===== src/rtl/fib_sched_pkg.sv =====
// Shared types and constants for the Fibonacci job scheduler: FSM state, error result, index-range helper.
// No logic of its own; no latency or backpressure.
package fib_sched_pkg;

  typedef enum logic [1:0] {IDLE, LAUNCH, WAIT, RESP} state_t;

  localparam logic [63:0] FIB_ERR_VALUE = '1;

  // Largest n with F(n) < 2**width, where F(0)=0 and F(1)=1.
  function automatic int fib_max_n(input int width);
    logic [64:0] a;
    logic [64:0] b;
    logic [64:0] t;
    logic [64:0] lim;
    int n;
    a = 65'd0;
    b = 65'd1;
    n = 0;
    lim = 65'd1 << width;
    for (int i = 0; i < 96; i++) begin
      if (b < lim) begin
        t = a + b;
        a = b;
        b = t;
        n = n + 1;
      end
    end
    return n;
  endfunction

endpackage


===== src/rtl/fib_job_scheduler_rr_arbiter.sv =====
// Round-robin arbiter: first asserted request at or after ptr, wrapping. Purely combinational (0 cycles).
// No backpressure; the caller decides when a grant is taken.
module rr_arbiter #(
  parameter int NUM_REQ = 4
) (
  input  logic [NUM_REQ-1:0]         req,
  input  logic [$clog2(NUM_REQ)-1:0] ptr,
  output logic [NUM_REQ-1:0]         grant,
  output logic [$clog2(NUM_REQ)-1:0] grant_id,
  output logic                       any
);

  localparam int IDW = $clog2(NUM_REQ);

  // k is the distance from ptr; the lowest distance with a live request wins.
  always_comb begin
    grant    = '0;
    grant_id = '0;
    any      = 1'b0;
    for (int k = 0; k < NUM_REQ; k++) begin
      for (int i = 0; i < NUM_REQ; i++) begin
        if (!any && req[i] &&
            ((int'(ptr) + k == i) || (int'(ptr) + k == i + NUM_REQ))) begin
          any      = 1'b1;
          grant[i] = 1'b1;
          grant_id = IDW'(i);
        end
      end
    end
  end

endmodule


===== src/rtl/fib_job_scheduler.sv =====
// Shares one Fibonacci generator among NUM_REQ requesters; round-robin, one job at a time, 2-cycle minimum per shortcut job.
// Response is held until rsp_ready; FIB_SCHED_TIMEOUT_EN adds a WAIT-state watchdog of TIMEOUT cycles.
module fib_job_scheduler
  import fib_sched_pkg::*;
#(
  parameter int NUM_REQ = 4,
  parameter int WIDTH   = 8,
  parameter int N_WIDTH = 8,
  parameter int MAX_N   = 13,
  parameter int TIMEOUT = 255
) (
  input  logic                         clk,
  input  logic                         rst,
  input  logic [NUM_REQ-1:0]           req,
  input  logic [NUM_REQ*N_WIDTH-1:0]   req_n,
  output logic [NUM_REQ-1:0]           req_ack,
  output logic                         gen_start,
  output logic [N_WIDTH-1:0]           gen_n,
  input  logic [WIDTH-1:0]             gen_fib,
  input  logic                         gen_done,
  output logic                         rsp_valid,
  input  logic                         rsp_ready,
  output logic [$clog2(NUM_REQ)-1:0]   rsp_id,
  output logic [WIDTH-1:0]             rsp_fib,
  output logic                         rsp_err,
  output logic                         busy
);

  localparam int IDW = $clog2(NUM_REQ);
  // Never trust MAX_N beyond what actually fits in WIDTH bits.
  localparam int N_LIMIT = (MAX_N < fib_max_n(WIDTH)) ? MAX_N : fib_max_n(WIDTH);
  localparam logic [N_WIDTH-1:0] N_LIMIT_V = N_WIDTH'(N_LIMIT);

  if (TIMEOUT < 2) begin : g_bad_timeout
    $error("fib_job_scheduler: TIMEOUT must be at least 2");
  end

  state_t             state;
  logic [IDW-1:0]     ptr;
  logic [NUM_REQ-1:0] arb_grant;
  logic [IDW-1:0]     arb_id;
  logic               arb_any;
  logic [N_WIDTH-1:0] n_sel;

`ifdef FIB_SCHED_TIMEOUT_EN
  localparam int TW = $clog2(TIMEOUT);
  logic [TW-1:0] wait_cnt;
`endif

  rr_arbiter #(.NUM_REQ(NUM_REQ)) u_arb (
    .req      (req),
    .ptr      (ptr),
    .grant    (arb_grant),
    .grant_id (arb_id),
    .any      (arb_any)
  );

  always_comb begin
    n_sel = '0;
    for (int i = 0; i < NUM_REQ; i++) begin
      if (arb_grant[i]) n_sel = req_n[i*N_WIDTH +: N_WIDTH];
    end
  end

  assign busy = (state != IDLE);

  always_ff @(posedge clk or posedge rst) begin
    if (rst) begin
      state     <= IDLE;
      ptr       <= '0;
      req_ack   <= '0;
      gen_start <= 1'b0;
      gen_n     <= '0;
      rsp_valid <= 1'b0;
      rsp_id    <= '0;
      rsp_fib   <= '0;
      rsp_err   <= 1'b0;
`ifdef FIB_SCHED_TIMEOUT_EN
      wait_cnt  <= '0;
`endif
    end else begin
      req_ack   <= '0;
      gen_start <= 1'b0;
      case (state)
        IDLE: begin
          if (arb_any) begin
            req_ack <= arb_grant;
            rsp_id  <= arb_id;
            if (n_sel == '0) begin
              rsp_fib   <= '0;
              rsp_err   <= 1'b0;
              rsp_valid <= 1'b1;
              state     <= RESP;
            end else if (n_sel > N_LIMIT_V) begin
              rsp_fib   <= FIB_ERR_VALUE[WIDTH-1:0];
              rsp_err   <= 1'b1;
              rsp_valid <= 1'b1;
              state     <= RESP;
            end else begin
              gen_start <= 1'b1;
              gen_n     <= n_sel;
              state     <= LAUNCH;
            end
          end
        end
        LAUNCH: begin
          gen_n <= '0;
          state <= WAIT;
`ifdef FIB_SCHED_TIMEOUT_EN
          // wait_cnt tracks cycles since gen_start: 1 in the first WAIT cycle.
          wait_cnt <= TW'(1);
`endif
        end
        WAIT: begin
          if (gen_done) begin
            rsp_fib   <= gen_fib;
            rsp_err   <= 1'b0;
            rsp_valid <= 1'b1;
            state     <= RESP;
          end
`ifdef FIB_SCHED_TIMEOUT_EN
          else if (wait_cnt == TW'(TIMEOUT - 1)) begin
            rsp_fib   <= '0;
            rsp_err   <= 1'b1;
            rsp_valid <= 1'b1;
            state     <= RESP;
          end else begin
            wait_cnt <= wait_cnt + 1'b1;
          end
`endif
        end
        RESP: begin
          if (rsp_ready) begin
            rsp_valid <= 1'b0;
            ptr       <= (rsp_id == IDW'(NUM_REQ - 1)) ? '0 : rsp_id + 1'b1;
            state     <= IDLE;
          end
        end
        default: state <= IDLE;
      endcase
    end
  end

endmodule


===== config.mk =====
export PLATFORM = sky130hd
export DESIGN_NAME = fib_job_scheduler
export DESIGN_NICKNAME = d
export VERILOG_FILES = /design/src/rtl/fib_sched_pkg.sv /design/src/rtl/fib_job_scheduler_rr_arbiter.sv /design/src/rtl/fib_job_scheduler.sv
export SDC_FILE = /design/constraint.sdc
export NUM_CORES = 1
export LEC_CHECK = 0
export BUFFER_PORTS_ARGS = -buffer_cell sky130_fd_sc_hd__buf_4
export CAP_MARGIN = 20
export CORE_ASPECT_RATIO = 1.4
export CORE_MARGIN = 4
export CORE_UTILIZATION = 48
export DETAILED_ROUTE_END_ITERATION = 8
export GPL_TIMING_DRIVEN = 1
export PLACE_DENSITY = 0.8
export SETUP_SLACK_MARGIN = 0.5
export SLEW_MARGIN = 25
export SYNTH_ARGS = -nofsm -noshare
export SYNTH_HDL_FRONTEND = slang
export SYNTH_SLANG_ARGS = --single-unit

===== constraint.sdc =====
create_clock -name clk -period 3.5 [get_ports clk]
set_input_delay 0.525 -clock clk [delete_from_list [all_inputs] [get_ports clk]]
set_output_delay 0.525 -clock clk [all_outputs]
set_load 0.03 [all_outputs]

==> results.json, run 1 <==
{
  "status": "complete, no violations",
  "power_leakage_uw": 0.00112,
  "grt_pass1_vias": 1663,
  "worstSetupEndpoint": "rsp_fib[2]",
  "syn_area_mm2": 0.00175,
  "crit_path_start": "ptr[1]",
  "p_per_area_mw_per_mm2": 866,
  "rr_worst_depth": 7,
  "slowest_delay_ps": 530,
  "htreeDepth": 2,
  "critPathTopFamily": "compound AO/OA/AOI/OAI gates",
  "design_area_mm2": 0.00237,
  "dp_hpwl_mm": 3.63,
  "postCtsSetupBuffers": 0,
  "ios": 74,
  "die_w_um": 59,
  "clockBufferDepth": 2,
  "finish.utilization_pct": 68.8,
  "grt_max_degree": 30,
  "placed_cells": 276,
  "drive_above_1_share_pct": 36.2,
  "yosysWarnings": 0,
  "critPathArrivalTime_ps": 2910,
  "nets": 296,
  "cts_num_sinks": 29,
  "ys.flop_type": "dfrtp_1",
  "synthToLayoutAreaGrowth_pct": 35.4,
  "port-buffer-count": 73,
  "dieArea_mm2": 0.00468,
  "maxSlewHeadroom_pct": 60.2,
  "syn_nets": 226,
  "wl_per_cell_um": 16.4,
  "drt_pass1_iterations": 4,
  "total_power_uw": 2050,
  "place_congestion": 0.826,
  "fin_cells": 283,
  "coreArea_mm2": 0.00344,
  "cts_resized": 0,
  "worstMarginPinSlew_ps": 596,
  "critPathSlowestCell": "dfrtp_1",
  "start_util_pct": 50.8,
  "worst-path-stages": 7,
  "die_h_um": 79.4,
  "wl_mm": 4.65,
  "hold_buffers": 0,
  "cts.clk_slew.worst_paths_ps": 60,
  "avgSynthCellArea_um2": 10.1,
  "period_needed_ps": 2740,
  "peakVddDrop_v": 0.000622,
  "ys_async_sr_fraction_pct": 100,
  "rsz0062_at_grt": "false",
  "rows": 25,
  "cap_violations": 0,
  "clk_latency_ps": 280,
  "cp_cell_sequence": "nand2b_1, a21oi_1, or2_1, o2bb2ai_1, or3_1, a41o_1, a32o_1",
  "max_freq_ghz": 0.364,
  "worst_hold_path_type": "in2async",
  "dr.first_iter.drc_count": 39,
  "place_area_mm2": 0.00228,
  "setup_viol": 0,
  "r2r_setup_slack_ps": 760,
  "via_count": 1645,
  "regArea_um2": 726,
  "drv_slew": 0,
  "synth_edf_count": 0,
  "via_per_inst": 5.81,
  "grt_usage_pct": 21.6,
  "cp.buffers_inverters": 0,
  "crit_required_ps": 3670,
  "numCtsBuffers": 5,
  "start_kind": "flop",
  "worstSetupPathType": "reg2reg",
  "cts_tree": "built",
  "syn_inst": 173,
  "ys_seq_elements": 29,
  "crit_fanout": 13,
  "setup-tns-final_ps": 0,
  "root_buffer": "clkbuf_8",
  "antenna_found_initial": 0,
  "hold_violations": 0,
  "synth_cell_types": 49,
  "r2r_end": "rsp_fib[2]",
  "multi_input_area_um2": 918,
  "fin_worst_skew_ps": 5.32,
  "final_antenna_net_count": 0,
  "drc": 0,
  "grt_overflow": 0,
  "grt_pass1_wl_mm": 7.72,
  "synth-seq-area-share_pct": 41.5,
  "min_period_over_period_pct": 78.4,
  "crit_path_end_kind": "flop",
  "reg2reg_from": "ptr[1]",
  "antenna_cells": 0,
  "num-fill-cells": 306
}
[power by group]
group	internal [µW]	switching, µW	leakage [µW]
Sequential	466	110	0.000363
Combinational	505	690	0.000710
Clock	156	122	0.0000443
[worst min path at each step]
stage                  start  slack, ps  cells after the start  endpoint
floorplan           state[1]        500                      2  state[1]
global placement    gen_n[6]        470                      1  gen_n[6]
detailed placement  gen_n[4]        480                      1  gen_n[4]
CTS                      rst        350                      2  gen_n[4]
global route             rst        380                      2  gen_n[4]
finish                   rst        320                      2  gen_n[4]
[layer usage]
| metal | GRT usage [%] | routed length (µm) | up-vias |
|---|---|---|---|
| met2 | 37.6 | 2450 | 67 |
| met1 | 24.4 | 1750 | 771 |
| li1 | - | - | 796 |
| met3 | 5.66 | 359 | 11 |
| met5 | 0 | 0 | - |
| met4 | 8.84 | 92 | 0 |
[layout make-up]
class	instances	area share, %
timing repair buffer	74	23.5
tap	40	2.12
inverter	8	1.27
sequential	29	30.7
multi-input combinational	125	38.8
clock buffer	7	3.65
[worst register-to-register path: cells and delay by family, from the launching register on]
kind            cells  cell delay [ps]
flops               1              530
simple gates        3              990
compound gates      4             1120
[cells by family after synthesis]
logic type	share of synthesized area, %
DFF	41.5
muxes	1.22
and+or+nand+nor	20.8
buffers and inverters	5.94
adders and majority gates	3.58
AOI/OAI and AO/OA	26.9
[sequential cells by signal, summed over array words and instances (netlist names)]
signal / flops
gen_n: 8
rsp_fib: 8
req_ack: 4
ptr: 2
rsp_id: 2
state: 2
gen_start: 1
rsp_err: 1
rsp_valid: 1
[Yosys cell counts (all sizes together) (3+ instances only)]
master	number	area share [%]
nand2b	12	4.3
a31o	3	1.5
o2bb2ai	5	2.5
nor2	9	1.9
inv	8	1.7
clkbuf	5	1.1
nand3	4	1.1
a21oi	3	0.86
nand2	10	2.1
buf	6	3.1
a32o	12	6.9
dfrtp	29	42
ha	5	3.6
and2	7	2.5
o21ai	6	1.7
nor3	3	0.86
and3	4	1.4
a31oi	3	1.1
or3	5	2.1
a32oi	3	1.5
[through the flow]
step,setup slack (ps),hold WS [ps]
final,756,316
after global routing,536,376
after CTS,765,348
after detailed placement,636,477
after global placement,698,470
after floorplan,801,496
[cells in the final DEF, fill, tap and decap left out, types with 3 or more instances in the layout]
master	instances
nand2_1	10
and2_1	7
ha_1	5
buf_4	74
nand2b_1	12
or3_1	4
dfrtp_1	29
and3_1	4
nor3_1	3
a31oi_1	3
clkbuf_8	6
nand3_1	4
o21ai_0	5
inv_1	7
a32o_1	12
a21oi_1	3
a32oi_1	3
nor2_1	9
o2bb2ai_1	5
No activity file was read; power rests on OpenSTA's default activity.
==> run 2: changes to the inputs <==
Settings changed: CORE_UTILIZATION 48 to 43, PLACE_DENSITY 0.8 to 0.76.
Clock period 3.5 ns to 2.2 ns, I/O delays scaled along.
==> results.json, run 2 (synthesis results as in run 1) <==
{
  "maxSlewHeadroom_pct": 73.7,
  "critPathArrivalTime_ps": 2600,
  "drive_above_1_share_pct": 56.2,
  "cap_violations": 0,
  "clk_latency_ps": 280,
  "most-common-layout-cells": "buf_4, dfrtp_1, a32o_1, nand2b_1, nand2_1",
  "worst_hold_path_type": "in2async",
  "hold_violations": 0,
  "grt_pass1_wl_mm": 8.40,
  "violations": "negative setup slack",
  "clockBufferDepth": 2,
  "worstMarginPinSlew_ps": 394,
  "fin_ws_ps": -232,
  "grt_pass1_vias": 1909,
  "root_buffer": "clkbuf_8",
  "drt_pass1_iterations": 4,
  "ios": 74,
  "cts_tree": "built",
  "status": "finished, violations left",
  "die_h_um": 83.4,
  "rr_worst_depth": 7,
  "rows": 27,
  "start_util_pct": 44.6,
  "wl_per_cell_um": 16.7,
  "place_ws_ps": -373,
  "synthToLayoutAreaGrowth_pct": 69.4,
  "peakVddDrop_v": 0.00106,
  "via_count": 1891,
  "drv_slew": 0,
  "rsz0062_at_grt": "true",
  "p_per_area_mw_per_mm2": 1430,
  "min_period_over_period_pct": 111,
  "coreArea_mm2": 0.00392,
  "drc": 0,
  "start_kind": "flop",
  "numCtsBuffers": 5,
  "reg_top3": "gen_n x8, rsp_fib x8, req_ack x4",
  "cts.clk_slew.worst_paths_ps": 60,
  "nets": 344,
  "period_needed_ps": 2430,
  "power_leakage_uw": 0.00140,
  "place_congestion": 0.963,
  "cts_num_sinks": 29,
  "crit_fanout": 7,
  "htreeDepth": 2,
  "fin_worst_skew_ps": 5.27,
  "antenna_cells": 0,
  "port-buffer-count": 73,
  "wl_mm": 5.59,
  "worstSetupPathType": "reg2reg",
  "dieArea_mm2": 0.00516,
  "final_antenna_net_count": 0,
  "grt_max_degree": 30,
  "crit_required_ps": 2370,
  "setup_viol": 19,
  "grt_usage_pct": 21.9,
  "dr.first_iter.drc_count": 89,
  "via_per_inst": 5.64,
  "finish.utilization_pct": 75.5,
  "mostFrequentLayoutCell": "buf_4",
  "crit_path_end_kind": "flop",
  "max_freq_ghz": 0.411,
  "die_w_um": 61.9,
  "dp_hpwl_mm": 4.04,
  "antenna_found_initial": 0,
  "grt_overflow": 0
}
run 2: worst paths after layout:
| path | from | endpoint | slack (ps) |
|---|---|---|---|
| worst min-delay path | rst | gen_n[0] | 110 |
| worst max register to register | ptr[1] | rsp_fib[0] | -230 |
| min in group clk | rsp_ready | ptr[0] | 380 |
| max in group asynchronous | rst | ptr[1] | 1800 |
| worst max-delay path | ptr[1] | rsp_fib[0] | -230 |
| worst min register to register | gen_n[5] | gen_n[5] | 490 |
run 2: per-layer routing:
| layer | wire length (µm) | track usage [%] | vias to the layer above |
|---|---|---|---|
| met5 | 0 | 0 | - |
| met4 | 129 | 8.49 | 0 |
| met3 | 344 | 6.84 | 13 |
| met2 | 3020 | 37.8 | 64 |
| met1 | 2100 | 23.8 | 915 |
| li1 | - | - | 899 |
run 2: area by class of cell:
type	instances	area (µm²)
multi-input cells	126	1100
fillers	272	958
repair buffers	121	931
flip-flops and latches	29	727
clock buffers	7	86.3
well taps	43	53.8
clock inverters	1	30.0
inverters	8	30.0
run 2: stage by stage:
| step | std cells | hold slack [ps] | total power (µW) | setup TNS (ps) | instance area, µm² |
|---|---|---|---|---|---|
| 2_1_floorplan | 173 | 408 | 2300 | -3170 | 1750 |
| 3_3_place_gp | 316 | 422 | 3090 | -5180 | 2560 |
| 3_5_place_dp | 316 | 427 | 3130 | -5660 | 2560 |
| 4_1_cts | 328 | 123 | 3950 | -3530 | 2820 |
| 5_1_grt | 335 | 165 | 4490 | -5060 | 2960 |
| 6_report | 335 | 111 | 4230 | -3320 | 2960 |
run 2: what timing repair did:
action                     in CTS  in global routing
hold buffers                    0                  0
gates resized for setup        24                 19
setup buffers                   4                  6
pin swaps                      16                 10
cloned                          0                  1
setup endpoints to repair      21                 22
run 2: worst max-delay path, stage by stage (launching register included):
cell	delay, ps
dfrtp_2	450
buf_6	140
o311ai_4	390
a32oi_2	170
a31o_1	230
or3_4	450
a41o_4	290
a32o_1	210
run 2: report_power, final:
| group | total (µW) | switching, µW | internal, µW |
|---|---|---|---|
| sequential | 891 | 146 | 745 |
| combinational | 2770 | 1410 | 1360 |
| clock | 572 | 204 | 369 |
